**src/rtl/kim_counter_arbiter.sv**
```systemverilog
// Round-robin scheduler sharing one counter-control/counter pair between NUM_REQ requesters.
// Grants one owner at a time, pulses start, waits for done (or watchdog), then returns a done pulse.
module kim_counter_arbiter #(
   parameter int NUM_REQ        = 4,
   parameter int CNT_DATA_WIDTH = 7,
   parameter int WDOG_CYCLES    = 256
) (
   input  logic                              clk,
   input  logic                              rst,
   input  logic [NUM_REQ-1:0]                req_i,
   input  logic [NUM_REQ*CNT_DATA_WIDTH-1:0] req_cnt_val_i,
   output logic [NUM_REQ-1:0]                grant_o,
   output logic [NUM_REQ-1:0]                done_o,
   output logic                              busy_o,
   output logic                              err_o,
   input  logic                              err_clr_i,
   output logic                              start_o,
   output logic [CNT_DATA_WIDTH-1:0]         cnt_val_o,
   input  logic                              cnt_done_i
);

   localparam int IDX_W  = (NUM_REQ > 1) ? $clog2(NUM_REQ) : 1;
   localparam int WDOG_W = $clog2(WDOG_CYCLES + 1);
   localparam logic [IDX_W-1:0]  LAST_IDX  = IDX_W'(NUM_REQ - 1);
   localparam logic [WDOG_W-1:0] WDOG_LAST = WDOG_W'(WDOG_CYCLES - 1);

   typedef enum logic [1:0] {
      IDLE,
      START,
      WAIT,
      RELEASE
   } state_t;

   state_t                    state;
   state_t                    state_nxt;
   logic [IDX_W-1:0]          owner;
   logic [IDX_W-1:0]          ptr;
   logic [IDX_W-1:0]          pick;
   logic                      pick_vld;
   logic [CNT_DATA_WIDTH-1:0] cnt_val;
   logic [WDOG_W-1:0]         wdog;
   logic                      err;
   logic [NUM_REQ-1:0]        owner_oh;
   logic [CNT_DATA_WIDTH-1:0] lens [NUM_REQ];
   logic                      load;
   logic                      wdog_clr;
   logic                      wdog_inc;
   logic                      wdog_expire;
   logic                      ptr_adv;

   for (genvar k = 0; k < NUM_REQ; k++) begin : g_lens
      assign lens[k] = req_cnt_val_i[k*CNT_DATA_WIDTH +: CNT_DATA_WIDTH];
   end

   // First set request at or above the pointer, wrapping modulo NUM_REQ.
   always_comb begin
      int               j;
      logic [IDX_W-1:0] cand;
      pick_vld = 1'b0;
      pick     = '0;
      j        = 0;
      cand     = '0;
      for (int i = 0; i < NUM_REQ; i++) begin
         j = int'(ptr) + i;
         if (j >= NUM_REQ) j = j - NUM_REQ;
         cand = IDX_W'(j);
         if (!pick_vld && req_i[cand]) begin
            pick_vld = 1'b1;
            pick     = cand;
         end
      end
   end

   always_comb begin
      state_nxt   = state;
      load        = 1'b0;
      wdog_clr    = 1'b0;
      wdog_inc    = 1'b0;
      wdog_expire = 1'b0;
      ptr_adv     = 1'b0;
      unique case (state)
         IDLE: begin
            if (pick_vld) begin
               load      = 1'b1;
               // Zero length bypasses the counter, which would underflow on len-1.
               state_nxt = (lens[pick] != '0) ? START : RELEASE;
            end
         end
         START: begin
            wdog_clr  = 1'b1;
            state_nxt = WAIT;
         end
         WAIT: begin
            if (cnt_done_i) begin
               state_nxt = RELEASE;
            end else if (wdog == WDOG_LAST) begin
               wdog_expire = 1'b1;
               state_nxt   = RELEASE;
            end else begin
               wdog_inc = 1'b1;
            end
         end
         RELEASE: begin
            ptr_adv   = 1'b1;
            state_nxt = IDLE;
         end
         default: state_nxt = IDLE;
      endcase
   end

   always_ff @(posedge clk) begin
      if (rst) state <= IDLE;
      else     state <= state_nxt;
   end

   always_ff @(posedge clk) begin
      if (rst) begin
         owner   <= '0;
         ptr     <= '0;
         cnt_val <= '0;
         wdog    <= '0;
         err     <= 1'b0;
      end else begin
         if (load) begin
            owner   <= pick;
            cnt_val <= lens[pick];
         end
         if (wdog_clr)      wdog <= '0;
         else if (wdog_inc) wdog <= wdog + 1'b1;
         if (ptr_adv) ptr <= (owner == LAST_IDX) ? '0 : owner + 1'b1;
         if (wdog_expire)    err <= 1'b1;
         else if (err_clr_i) err <= 1'b0;
      end
   end

   assign owner_oh  = NUM_REQ'(1) << owner;
   assign grant_o   = (state != IDLE)    ? owner_oh : '0;
   assign done_o    = (state == RELEASE) ? owner_oh : '0;
   assign start_o   = (state == START);
   assign busy_o    = (state != IDLE);
   assign err_o     = err;
   assign cnt_val_o = cnt_val;

endmodule

```
**config.mk**
```make
export PLATFORM = sky130hd
export DESIGN_NAME = kim_counter_arbiter
export DESIGN_NICKNAME = d
export VERILOG_FILES = /design/src/rtl/kim_counter_arbiter.sv
export SDC_FILE = /design/constraint.sdc
export NUM_CORES = 1
export LEC_CHECK = 0
export ABC_AREA = 1
export CAP_MARGIN = 0
export CORE_MARGIN = 1.5
export CORE_UTILIZATION = 43
export DETAILED_ROUTE_END_ITERATION = 12
export GPL_TIMING_DRIVEN = 0
export PLACE_DENSITY_LB_ADDON = 0.15
export SLEW_MARGIN = 40
export SYNTH_ARGS = -nofsm -noshare
export SYNTH_HDL_FRONTEND = slang
export SYNTH_SLANG_ARGS = --single-unit
export TNS_END_PERCENT = 30
```
**constraint.sdc**
```tcl
create_clock -name clk -period 2.1 [get_ports clk]
set_input_delay 0.21 -clock clk [delete_from_list [all_inputs] [get_ports clk]]
set_output_delay 0.21 -clock clk [all_outputs]
set_load 0.01 [all_outputs]
```
# Word level (Yosys, flattened, before mapping)
# Index checks and enable logic that the tools add are counted.
# totals
ff_bits	23
elab_cells	88
# classes
add_sub_neg	9
order_cmp	9
n_eq_ne	7
n_shift	1
muxes	43
n_bitwise	1
reduce_logical	12
# op_table
operator	count
2-bit 2-to-1 mux	13
1-bit 2-to-1 mux	20
7-bit binary-select mux with 2-bit select	1
7-bit 2-to-1 mux	2
3-bit greater-or-equal comparator (second input constant)	4
2-bit by 3-bit < comparator with 1-bit output (second input constant)	4
9-bit by 1-bit adder with 9-bit output (second input constant)	1
9-bit by 8-bit == test with 1-bit output (second input constant)	1
1-bit binary-select mux with 2-bit select	4
4-bit 2-to-1 mux	2
2-bit case mux with 4 select lines	1
2-bit by 1-bit subtractor with 2-bit output (second input constant)	4
7-bit nonzero test	1
2-bit by 2-bit adder with 3-bit output (second input constant)	2
2-bit == test (second input constant)	3
2-bit nonzero test	2
1-bit by 2-bit left shift with 4-bit output (first input constant)	1
2-bit by 1-bit adder with 3-bit output (second input constant)	1
2-bit by 3-bit greater-or-equal comparator with 1-bit output (second input constant)	1
1-bit logical AND	3
1-bit zero test	3
3-bit inequality test (second input constant)	1
2-bit inverter with 3-bit output	1
2-bit by 1-bit adder with 2-bit output (second input constant)	1
other kinds (5)	5

# Depth between registers and ports, before layout
# Gate-level depths: netlist (run 1).
# logic_depth
word_depth	22
ltp_mapped	17
ltp_nobuf	16

# Worst setup path after synthesis (run 1)
# OpenSTA, ideal clock, no wires.
# synth_path
path_type	flip-flop to flip-flop
start	reg wdog[0]
end	reg wdog[7]
setup_ns	0.115
arrival_ns	2.064
required_time_ns	1.985
setup_slack_ns	-0.078
stages_incl_launch_ff	16
period_less_slack_ns	2.178
path_cell_list	dfxtp_1 ha_1 inv_1 nor2_1 inv_1 nor3_1 ha_1 nor3_1 inv_1 nor2_1 nand2_1 nor2_1 inv_1 nor3_1 a21oi_1 o21a_1
# synth_via
elab_chain_len	4
# synth_lines
item	line_no	source
start, declared	41	logic [WDOG_W-1:0] wdog;
start signal, assigned	129	else if (wdog_inc) wdog <= wdog + 1'b1;
parallel branches: the longest is 4 deep, another holds 9-bit by 1-bit adder with 9-bit output	--	
# Parallel ways; which one is timed is not known.
# A chain may end at the register's enable or synchronous reset.

# Worst setup path in the final report (run 1)
# layout_path
start	reg ptr[0]
end	reg state[1]
# layout_via
elab_chain_len	22
# layout_lines
item	line_no	source
start, declared	37	logic [IDX_W-1:0] ptr;
start signal, assigned	130	if (ptr_adv) ptr <= (owner == LAST_IDX) ? '0 : owner + 1'b1;
parallel branches: the longest is 22 deep, another holds 2-bit by 1-bit adder with 3-bit output	--	
end signal, assigned	113	else state <= state_nxt;
end, declared	34	state_t state;
# Parallel ways; which one is timed is not known. The select of a mux whose other input is x is not followed.

==> results of run 1 <==
==> power by group <==
group	total, µW	switching (µW)	internal (µW)
clock	263	132	132
combinational	1630	919	707
sequential	614	70.0	544
==> repair_timing <==
action                     in CTS  in global routing
pin swaps                       1                  6
gates resized for setup         3                 27
hold endpoints to repair        0                  0
setup buffers                   1                  6
cloned                          0                  1
setup endpoints to repair       2                  4
==> registers in the layout, indices dropped and copies added (netlist names) <==
| signal | cells |
|---|---|
| ptr | 2 |
| state | 2 |
| wdog | 9 |
| owner | 2 |
| err_o | 1 |
| cnt_val_o | 7 |
==> cells by family after synthesis <==
logic type | Yosys count
adder cells (fa/ha/maj) | 10
buffers and inverters | 57
AND/OR/NAND/NOR | 152
AO/OA/AOI/OAI | 33
flip-flops | 23
XOR/XNOR | 1
==> placed cells by master, fill, tap and decap left out, drive strengths merged, types with 3 or more instances in the layout <==
cell / netlist / final
o211ai: 7 / 7
ha: 10 / 10
nand3: 28 / 28
clkdlybuf4s50: 0 / 53
dfxtp: 23 / 23
nand4: 14 / 14
nor2: 24 / 24
a21oi: 13 / 13
nand2: 83 / 83
nor3: 3 / 3
o21ai: 10 / 10
buf: 6 / 13
clkbuf: 1 / 5
inv: 49 / 49
==> worst register-to-register path, cell delays in order, from the launching register on <==
cell and delay [ns]:
dfxtp_4 0.38, buf_6 0.11, nand2_1 0.07, nand3_1 0.12, nand2_2 0.07, nand2_2 0.08, nand2_1 0.08, nand2_4 0.11
nand3_4 0.11, buf_8 0.16, nand2_1 0.06, nand3_1 0.10, nand2_2 0.11, nand2_1 0.05, nor2_1 0.09, nand2_1 0.08
a21oi_2 0.11
==> final timing paths <==
path / from / to / cells after the start
worst max-delay path: ptr[0]$_SDFFE_PP0P_ / state[1]$_SDFFE_PP0P_ / 16
worst min-delay path: err_o$_SDFFE_PP0P_ / err_o$_SDFFE_PP0P_ / 2
worst max register to register: ptr[0]$_SDFFE_PP0P_ / state[1]$_SDFFE_PP0P_ / 16
worst min register to register: err_o$_SDFFE_PP0P_ / err_o$_SDFFE_PP0P_ / 2
==> stage by stage <==
| step | hold slack (ns) | power (µW) | instance area, µm² | cells |
|---|---|---|---|---|
| 2_1_floorplan | 0.279 | 1630 | 1780 | 276 |
| 3_3_place_gp | 0.453 | 2120 | 2370 | 379 |
| 3_5_place_dp | 0.464 | 2130 | 2370 | 379 |
| 4_1_cts | 0.482 | 2410 | 2440 | 384 |
| 5_1_grt | 0.496 | 2760 | 2550 | 391 |
| 6_report | 0.472 | 2500 | 2550 | 391 |
==> cell type report <==
type                    instances  area [µm²]  area share [%]
repair buffers                 61         588            23.1
clock buffers                   3        41.3            1.62
plain buffers                   7        57.6            2.26
well taps                      50        62.6            2.46
multi-input cells             196        1130            44.5
flip-flops and latches         23         467            18.3
clock inverters                 1        5.00           0.196
inverters                      50         193            7.56
==> routing by layer <==
layer	vias to the layer above	GRT usage [%]	part of all wire [%]	wire length [µm]
met3	2	1.00	3.5	146
li1	1012	-	-	-
met5	-	0	0	0
met2	25	31.2	47	1930
met4	0	3.06	0.53	22
met1	819	24.8	49	2030
==> flow_summary.yaml, run 1 <==
yosys:
  async_flop_share_pct: 0
  synth-xor-area-share_pct: 0.493
  yosysWarnings: 0
  ys_types: 27
  synth_area_leaders: "dfxtp_1 26%, nand2_1 15%, inv_1 9.3%"
  synth-edff-count: 0
  syn_area_um2: 1780
  synth_top_family_by_area: "simple AND/OR/NAND/NOR gates"
  synth_most_common_cell: "nand2_1"
  synth_nets: 322
  postSynthAreaPerCell_um2: 6.44
  synthSimpleGateAreaFrac_pct: 42.4
  netlist.area_leader.share_pct: 25.9
  ys_ff_latch: 23
  synth_compound_area_share_pct: 11.0
  synth_adder_area_share_pct: 7.04
  yosysTopAreaCell: "dfxtp_1"
  ys_seq_area_share_pct: 25.9
  synth_flop_cell: "dfxtp_1"
  synth.top_cells.by_count: "73 x nand2_1, 44 x inv_1, 23 x dfxtp_1, 23 x nand3_1, 22 x nor2_1"
  netlist_instances: 276
  synthMuxAreaShare_pct: 0
worst_hold_path:
  hold_class: "reg -> reg"
die:
  die_h_um: 67.3
  core_um2: 4000
  die_area_um2: 4530
  die_w_um: 67.3
  initial_core_util_pct: 44.4
  fp-row-count: 23
  pin_count: 54
timing:
  rsz0062_at_grt: "true"
  fmax_ghz: 0.512
  finalCriticalPeriod_ns: 1.95
  setup_violations: 0
  hold_viol: 0
  tightestPinTransition_ns: 0.382
  drv_slew: 0
  slew-limit-headroom_pct: 74.4
  setup_ws_ns: 0.146
  finalSetupTns_ns: 0
  fin_skew_ns: 0.00130
  finalCritPeriodShare_pct: 93.1
place:
  place.detailed.hpwl_um: 3170
  pre_cts_ws_ns: -0.221
  placement.io_buffers: 53
  gp_congestion: 0.759
pwr:
  ir_worst_vdd_uv: 740
  power_density_nw_per_um2: 983
  leakage_uw: 0.00118
clock_network:
  cts_tree: "built"
  path_clk_slew_ns: 0.08
  clk_latency_ns: 0.25
  cts-htree-levels: 1
  root_buffer: "clkbuf_8"
  holdBufCountCts: 0
  clk_path_buf_depth: 2
  cts_buffers: 3
  cts.sinks: 23
global_route:
  first_global_vias: 1575
  grt_use_total_pct: 18.0
  grt_first_pass_wirelength_um: 6510
  antenna_found_initial: 0
  grt_max_degree: 14
  grt-ovfl-total: 0
finish:
  num_antenna_cells: 0
  fin_util_pct: 63.7
  layout.nets: 388
  fillers: 379
  drive_above_1_share_pct: 17.3
  syn_to_final_growth_pct: 43.4
status:
  outcome: "finished, final reports clean"
job:
  drv_cap: 0
route:
  ant_nets: 0
  drtPass1Iterations: 4
  detail_route.iter0.violations: 108
  drc: 0
  num_vias: 1858
  wl_per_cell_um: 10.6
  vias_per_cell: 4.75
  drt-total-wl_um: 4130
setup_path:
  cp-end-kind: "register"
  critPathLaunchType: "register"
  slowest_stage: "dfxtp_4"
  crit_buf_inv: 2
  cp_slowest_stage_delay_ns: 0.38
  crit_fanout: 10
  crit_type: "reg -> reg"
  path_common_cell: "nand2_1"
  crit_family: "simple AND/OR/NAND/NOR gates"
  r2r_setup_slack_ns: 0.15
  required_ns: 2.30
  arrival_ns: 2.15
  path_cells: "buf_6 > nand2_1 > nand3_1 > nand2_2 > nand2_2 > nand2_1 > nand2_4 > nand3_4 > buf_8 > nand2_1 > nand3_1 > nand2_2 > nand2_1 > nor2_1 > nand2_1 > a21oi_2"
Power figures use the tool's default switching activity.
==> run 2: changes to the inputs <==
Settings changed: CELL_PAD_IN_SITES_DETAIL_PLACEMENT set to 2, CELL_PAD_IN_SITES_GLOBAL_PLACEMENT set to 2, CORE_UTILIZATION 43 to 22.
==> run 2 against run 1 <==
  * The flow now finishes with violations (negative setup slack)
  * Flip-flop and latch count did not move
  * Sequential share of layout area fell by 0.39 points
  * Fmax fell by 8.0%
  * Core utilization fell by 30 points
  * Global-route usage fell by 4.5 points
  * Total power rose by 2.1%
  * Critical path depth fell by 1
  * Die area rose by 91%
  * Clock skew barely moved
  * Clock power rose by 2%
  * Largest cell class unchanged
  * Non-clock buffer count fell by 3
==> flow_summary.yaml, run 2 (synthesis gave the netlist of run 1 again) <==
clock_network:
  cts_buffers: 3
  cts.sinks: 23
  path_clk_slew_ns: 0.08
  cts_tree: "built"
  clk_latency_ns: 0.26
  holdBufCountCts: 0
  root_buffer: "clkbuf_8"
  clk_path_buf_depth: 2
  cts-htree-levels: 1
global_route:
  grt_first_pass_wirelength_um: 9340
  grt_use_total_pct: 13.5
  antenna_found_initial: 0
  grt-ovfl-total: 0
  grt_max_degree: 13
  first_global_vias: 1976
finish:
  final_common_cell: "nand2_1"
  syn_to_final_growth_pct: 46.1
  layout_common_cells: "71 x nand2_1, 53 x clkdlybuf4s50_1, 40 x inv_1"
  drive_above_1_share_pct: 16.0
  regMostFlops: "wdog"
  num_antenna_cells: 0
  largest_reg_flops: 9
  layout.nets: 385
route:
  wl_met1_um: 2750
  ant_nets: 0
  top_layer: "met4"
  drtPass1Iterations: 4
  wl_per_cell_um: 13.2
  num_vias: 1945
  detail_route.iter0.violations: 22
  wl_met2_um: 2850
  drc: 0
  met3_length_um: 162
  vias_per_cell: 4.42
  drt-total-wl_um: 5790
timing:
  rsz0062_at_grt: "true"
  fin_skew_ns: 0.00140
  finalSetupTns_ns: -0.0246
  fmax_ghz: 0.471
  tightestPinTransition_ns: 0.442
  slew-limit-headroom_pct: 70.4
  hold_viol: 0
  finalCriticalPeriod_ns: 2.12
  finalCritPeriodShare_pct: 101
  setup_ws_ns: -0.0246
  drv_slew: 0
  setup_violations: 1
die:
  fp-row-count: 32
  die_w_um: 92.9
  core_um2: 7770
  initial_core_util_pct: 22.9
  die_area_um2: 8620
  pin_count: 54
  die_h_um: 92.9
worst_hold_path:
  hold_class: "reg -> reg"
pwr:
  seqPwrFrac_pct: 24.3
  ir_worst_vdd_uv: 349
  power_frac_clock_pct: 10.5
  power_density_nw_per_um2: 984
  p_sw_share_pct: 46.7
  cell_internal_pwr_uw: 1360
  leakage_uw: 0.00116
  p_switching_uw: 1190
  p_comb_share_pct: 65.2
job:
  drv_cap: 0
setup_path:
  crit_type: "reg -> reg"
  cp_slowest_stage_delay_ns: 0.35
  r2r_setup_slack_ns: -0.02
  arrival_ns: 2.33
  critPathLaunchType: "register"
  crit_buf_inv: 5
  crit_family: "simple AND/OR/NAND/NOR gates"
  crit_fanout: 3
  cp-end-kind: "register"
  slowest_stage: "dfxtp_2"
  required_ns: 2.31
  path_cells: "ha_4 > inv_2 > nor2_1 > inv_1 > nor3_1 > ha_2 > nor3_4 > inv_2 > nor2_4 > nand2_1 > nor2_1 > inv_1 > nor3_2 > buf_4 > o21a_1"
place:
  pre_cts_ws_ns: -0.386
  placement.io_buffers: 53
  gp_congestion: 0.726
  place.detailed.hpwl_um: 4680
status:
  outcome: "finished with violations"
  violations: "negative setup slack"
run 2: repair_timing:
action / CTS / global route
pin swaps: 1 / 5
endpoints found under the setup margin: 5 / 19
resized for setup: 5 / 25
setup buffers: 2 / 3
run 2: metrics by stage:
step	cell area, µm²	hold WS [ns]	utilization [%]	total power, µW	cells
floorplan	1780	0.279	-	1630	276
global placement	2440	0.456	31.4	2220	431
detailed placement	2440	0.467	31.4	2250	431
CTS	2520	0.479	32.4	2560	437
global route	2600	0.504	33.4	2840	440
finish	2600	0.472	33.4	2560	440
run 2: final timing paths:
path / endpoint / cells past startpoint / startpoint
min reg2reg: err_o$_SDFFE_PP0P_ / 2 / err_o$_SDFFE_PP0P_
max reg2reg: wdog[7]$_SDFFE_PP0P_ / 15 / wdog[0]$_SDFFE_PP0P_
min: err_o$_SDFFE_PP0P_ / 2 / err_o$_SDFFE_PP0P_
max: wdog[7]$_SDFFE_PP0P_ / 15 / wdog[0]$_SDFFE_PP0P_
run 2: cell type report:
class	instances	area [µm²]
buffer	7	60.1
clock buffer	4	45.0
fill	949	5170
inverter	50	193
multi-input combinational	196	1140
sequential	23	465
tap	102	128
timing repair buffer	58	568
run 2: routing by layer:
layer  up-vias  global-route usage, %
met4         0                   3.03
li1       1005                      -
met2        23                   23.7
met5         -                      0
met3         2                   1.07
met1       915                   17.8
run 2: worst register-to-register path: cells and delay by family (launching register included):
family / cells / cell delay, ns
and+or+nand+nor: 7 / 0.85
DFF: 1 / 0.35
buffers and inverters: 5 / 0.42
adders and majority gates: 2 / 0.36
AOI/OAI and AO/OA: 1 / 0.09
run 2: power groups by stage:
stage,clock [µW],combinational [µW],sequential (µW)
CTS,286,1650,619
global route,305,1900,638
detailed placement,0,1620,629
finish,268,1670,621
global placement,0,1600,625
floorplan,0,999,635
